**src/rtl/uart_rx_frame.sv**
```systemverilog
// uart_rx_frame: parametrised UART receiver with majority voting, error flags and a one-deep valid/ready output.
module uart_rx_frame #(
  parameter int BAUD_DIV  = 434,
  parameter int DATA_BITS = 8,
  parameter int PARITY    = 0,
  parameter int STOP_BITS = 1
) (
  input  logic                 clk,
  input  logic                 rst,
  input  logic                 rxd,
  output logic [DATA_BITS-1:0] dout,
  output logic                 dout_valid,
  input  logic                 dout_ready,
  output logic                 parity_err,
  output logic                 frame_err,
  output logic                 overrun,
  output logic                 busy
);
  localparam logic [15:0] MID  = 16'(BAUD_DIV / 2);
  localparam logic [15:0] LAST = 16'(BAUD_DIV - 1);
  typedef enum logic [2:0] {IDLE, START, DATA, PAR, STOP, BRK} state_t;
  state_t state, state_n;
  logic s0, s1, s2, v0, v1, perr, ferr;
  logic [15:0] bcnt;
  logic [3:0] idx;
  logic [DATA_BITS-1:0] sh;
  logic fall, at_s, at_end, vote, last_data, done;
  assign fall = s2 & ~s1;
  assign at_s = bcnt == MID + 16'd1;
  assign at_end = bcnt == LAST;
  assign vote = (v0 & v1) | (v0 & s1) | (v1 & s1);
  assign last_data = idx == 4'(DATA_BITS - 1);
  always_comb begin
    done = state == STOP && at_s && idx == 4'(STOP_BITS - 1);
  end
  always_ff @(posedge clk) begin
    if (rst) state <= IDLE;
    else state <= state_n;
  end
  // The frame ends at the last stop-bit sample point, leaving half a bit of slack for the next start edge.
  always_comb begin
    state_n = state;
    case (state)
      IDLE:    state_n = fall ? START : IDLE;
      START:   state_n = (at_s && vote) ? IDLE : at_end ? DATA : START;
      DATA:    state_n = (at_end && last_data) ? (PARITY != 0 ? PAR : STOP) : DATA;
      PAR:     state_n = at_end ? STOP : PAR;
      STOP:    state_n = done ? (vote ? IDLE : BRK) : STOP;
      BRK:     state_n = s1 ? IDLE : BRK;
      default: state_n = IDLE;
    endcase
  end
  always_ff @(posedge clk) begin
    if (rst) begin
      {s2, s1, s0} <= 3'b111;
      bcnt <= '0;
      idx <= '0;
      v0 <= 1'b0;
      v1 <= 1'b0;
      sh <= '0;
      perr <= 1'b0;
      ferr <= 1'b0;
    end else begin
      {s2, s1, s0} <= {s1, s0, rxd};
      bcnt <= (state_n != state || at_end) ? '0 : bcnt + 16'd1;
      idx <= state_n != state ? '0 : at_end ? idx + 4'd1 : idx;
      if (bcnt == MID - 16'd1) v0 <= s1;
      if (bcnt == MID) v1 <= s1;
      if (state == IDLE) begin
        perr <= 1'b0;
        ferr <= 1'b0;
      end
      if (state == DATA && at_s) sh <= {vote, sh[DATA_BITS-1:1]};
      if (state == PAR && at_s) perr <= ^sh ^ (PARITY == 2) ^ vote;
      if (state == STOP && at_s && !vote) ferr <= 1'b1;
    end
  end
  always_ff @(posedge clk) begin
    if (rst) begin
      dout <= '0;
      dout_valid <= 1'b0;
      parity_err <= 1'b0;
      frame_err <= 1'b0;
      overrun <= 1'b0;
      busy <= 1'b0;
    end else begin
      busy <= state != IDLE;
      if (dout_valid && dout_ready) begin
        dout_valid <= 1'b0;
        overrun <= 1'b0;
      end
      if (done) begin
        if (dout_valid && !dout_ready) overrun <= 1'b1;
        else begin
          dout <= sh;
          parity_err <= perr;
          frame_err <= ferr | ~vote;
          dout_valid <= 1'b1;
        end
      end
    end
  end
endmodule

```
**config.mk**
```make
export PLATFORM = sky130hd
export DESIGN_NAME = uart_rx_frame
export DESIGN_NICKNAME = d
export VERILOG_FILES = /design/src/rtl/uart_rx_frame.sv
export SDC_FILE = /design/constraint.sdc
export NUM_CORES = 1
export LEC_CHECK = 0
export BUFFER_PORTS_ARGS = -buffer_cell sky130_fd_sc_hd__clkbuf_2
export CORE_MARGIN = 10
export CORE_UTILIZATION = 55
export CTS_BUF_LIST = sky130_fd_sc_hd__clkbuf_16
export CTS_CLUSTER_DIAMETER = 80
export DETAILED_ROUTE_END_ITERATION = 6
export PLACE_DENSITY_LB_ADDON = 0.05
export SYNTH_ARGS = -nofsm -noshare
export SYNTH_HDL_FRONTEND = slang
export SYNTH_SLANG_ARGS = --single-unit
export TNS_END_PERCENT = 30
```
**constraint.sdc**
```tcl
create_clock -name clk -period 5.61 [get_ports clk]
set_input_delay 1.122 -clock clk [delete_from_list [all_inputs] [get_ports clk]]
set_output_delay 1.122 -clock clk [all_outputs]
set_load 0.005 [all_outputs]
```
==> results.md <==
* Initial antenna violation count at 0
* Post-layout util at 64.5%
* Syn Inst Count at 262
* Via Count at 1,770
* Count of max-cap constraint violations at 0
* VDD IR max at 0.205 mV
* Yosys top cell by area: dfxtp_1
* Max Freq at 381 MHz
* Flops & latches, synth at 51
* I/O Pins at 17
* Routability cong. at 0.791
* Commonest non-fill, non-tap cell in the layout: dfxtp_1
* Period utilisation layout at 46.8%
* First-pass GRT wire length at 8050 microns
* Vias in the first global route at 1,690
* # diodes at 0
* Slew HR at 31.7%
* Number of synthesized flops with an enable pin at 0
* Post-cts resize count at 0
* Worst-path clk slew at 60 ps
* Clock tree buffer depth at 2
* DIE WIDTH at 85.9 microns
* Total congestion overflow at 0
* Fraction of synthesis flops using an asynchronous set or reset pin at 0%
* Final min period at 2630 ps
* RSZ-0062 raised after global routing: false
* Clock Latency Late Sink at 290 ps
* Syn_area_per_cell at 9.10 sq um
* Gr usage total at 13.2%
* Synth Flop Type: dfxtp_1
* Ys Warns at 0
* Post-CTS Setup Repair Bufs at 0
* Final wirelength at 4480 microns
* Die footprint at 0.00737 sq mm
* Post-DP HPWL at 3100 microns
* Final hold violation count at 0
* Drt drc at 0
* DR iter-0 viols at 147
* Pwr/cell area at 276 mW/mm^2
* Nets at 286
* Post-CTS Hold Buffers at 0
* Worst path arrival time at 2780 ps
* Drt wl/cell at 13.7 microns
* Top cells by area, synth: dfxtp_1 43%, mux2i_1 8.0%, nor2_1 7.9%
* Largest net degree at the start of global routing at 32
* Slew Viols, Final at 0
* Num CTS Buffers at 5
* Clock sink count at 51
* Die Y at 85.9 microns
* Clock Tree Root: clkbuf_16
* Max FO, Critical Path at 11
* Pre-Repair DR Iteration Count at 4
* Top cell type's share of synthesized area at 42.8%
* Worst setup SP type: flop
* Layout cell share with drive strength beyond 1 at 14.9%
* Share of the yosys chip area belonging to registers at 42.8%
* Setup TNS at 0 ps
* Core outline area at 0.00409 sq mm
* Buffers added on ports at 16
* Skew final at 3.07 ps
* Synthesized cell area at 0.00238 sq mm
* Final setup vio count at 0
* Level count of the clock H-tree at 2
* Netlist cell types at 46
* Fillers at 358
* Tightest Pin Transition at 1020 ps
* Outcome: finished, final reports clean
* Starting density of the core at 58.4%
* Crit Path Class: reg -> reg
* Critical Path Sink Type: flop
* Critical path required time at 5770 ps
* Reg2reg setup slack at 2980 ps
* Leak at 0.944 nW
* Vias per Instance at 5.43
* Hold WC Path Type: reg -> reg
* Post-DRT Antenna Nets at 0
* CTS tree: built
* Commonest cells after routing, fill and taps aside: 51 x dfxtp_1, 50 x nor2_1, 19 x mux2i_1, 16 x clkbuf_2
* Net Count, Synth at 272
* P&R area growth vs syn at 10.4%
* Row count at 23
cell type report:
| class | instances | area (sq um) | share of cell area, % |
|---|---|---|---|
| clock inverter | 2 | 37.5 | 1.43 |
| sequential | 51 | 1020 | 38.8 |
| clock buffer | 5 | 125 | 4.75 |
| inverter | 6 | 22.5 | 0.855 |
| timing repair buffer | 16 | 80.1 | 3.04 |
| multi-input combinational | 196 | 1280 | 48.8 |
| tap | 50 | 62.6 | 2.38 |
where the power goes:
group	switching [mW]	internal, mW	total, mW
Clock	0.126	0.208	0.333
Combinational	0.0142	0.00827	0.0224
Sequential	0.00497	0.366	0.371
critical path, stage by stage, from the launching register on:
cell,delay [ps]
dfxtp_1,390
nor4bb_2,340
and3_1,360
nand4_2,220
nor3_2,850
mux2i_1,270
nor2_1,50
logic make-up after synthesis:
logic type      count (synthesis)  share of synthesized area, %
compound gates                 26                          7.14
xor+xnor                       25                          9.18
fa+ha+maj                       7                          3.62
buf+inv                        15                          3.31
flops                          51                          42.8
mux                            20                          8.45
simple gates                  118                          25.5
stage by stage:
stage	setup slack [ps]	instances	hold WS (ps)	area (sq um)	power, mW
floorplan	3770	262	389	2380	0.397
global placement	2930	319	398	2470	0.401
detailed placement	2890	319	405	2470	0.401
CTS	2930	326	429	2630	0.737
global route	2640	326	437	2630	0.752
finish	2980	326	432	2630	0.726
per-layer routing:
| layer | GRT usage, % | vias up | share of wire, % |
|---|---|---|---|
| met3 | 3.50 | 6 | 2.7 |
| met1 | 17.3 | 830 | 52 |
| met2 | 19.7 | 15 | 44 |
| met4 | 6.29 | 0 | 1.9 |
| met5 | 0 | - | 0 |
| li1 | - | 919 | - |
final timing paths:
| path | startpoint | end | cells after the start |
|---|---|---|---|
| worst min-delay path | s0 | s1 | 1 |
| worst min register to register | s0 | s1 | 1 |
| worst max-delay path | bcnt[4] | dout[5] | 6 |
| worst max register to register | bcnt[4] | dout[5] | 6 |
registers in the layout, indices dropped and copies added, names as in the netlist, 3 cells and up:
register and cells:
dout 8, idx 4, bcnt 16, state 3
sh 8
cells in the mapped netlist (4+ instances only):
master / n
dfxtp_1: 51
nor2_1: 50
mux2i_1: 19
nand3_1: 15
xnor2_1: 15
nand2_1: 14
xor2_1: 10
a21oi_1: 9
and3_1: 6
ha_1: 6
inv_1: 6
nor3_2: 6
clkbuf_1: 5
nor2b_1: 5
or2_2: 5
nor3_1: 4
Note: power is estimated with default switching activity, not from simulation.
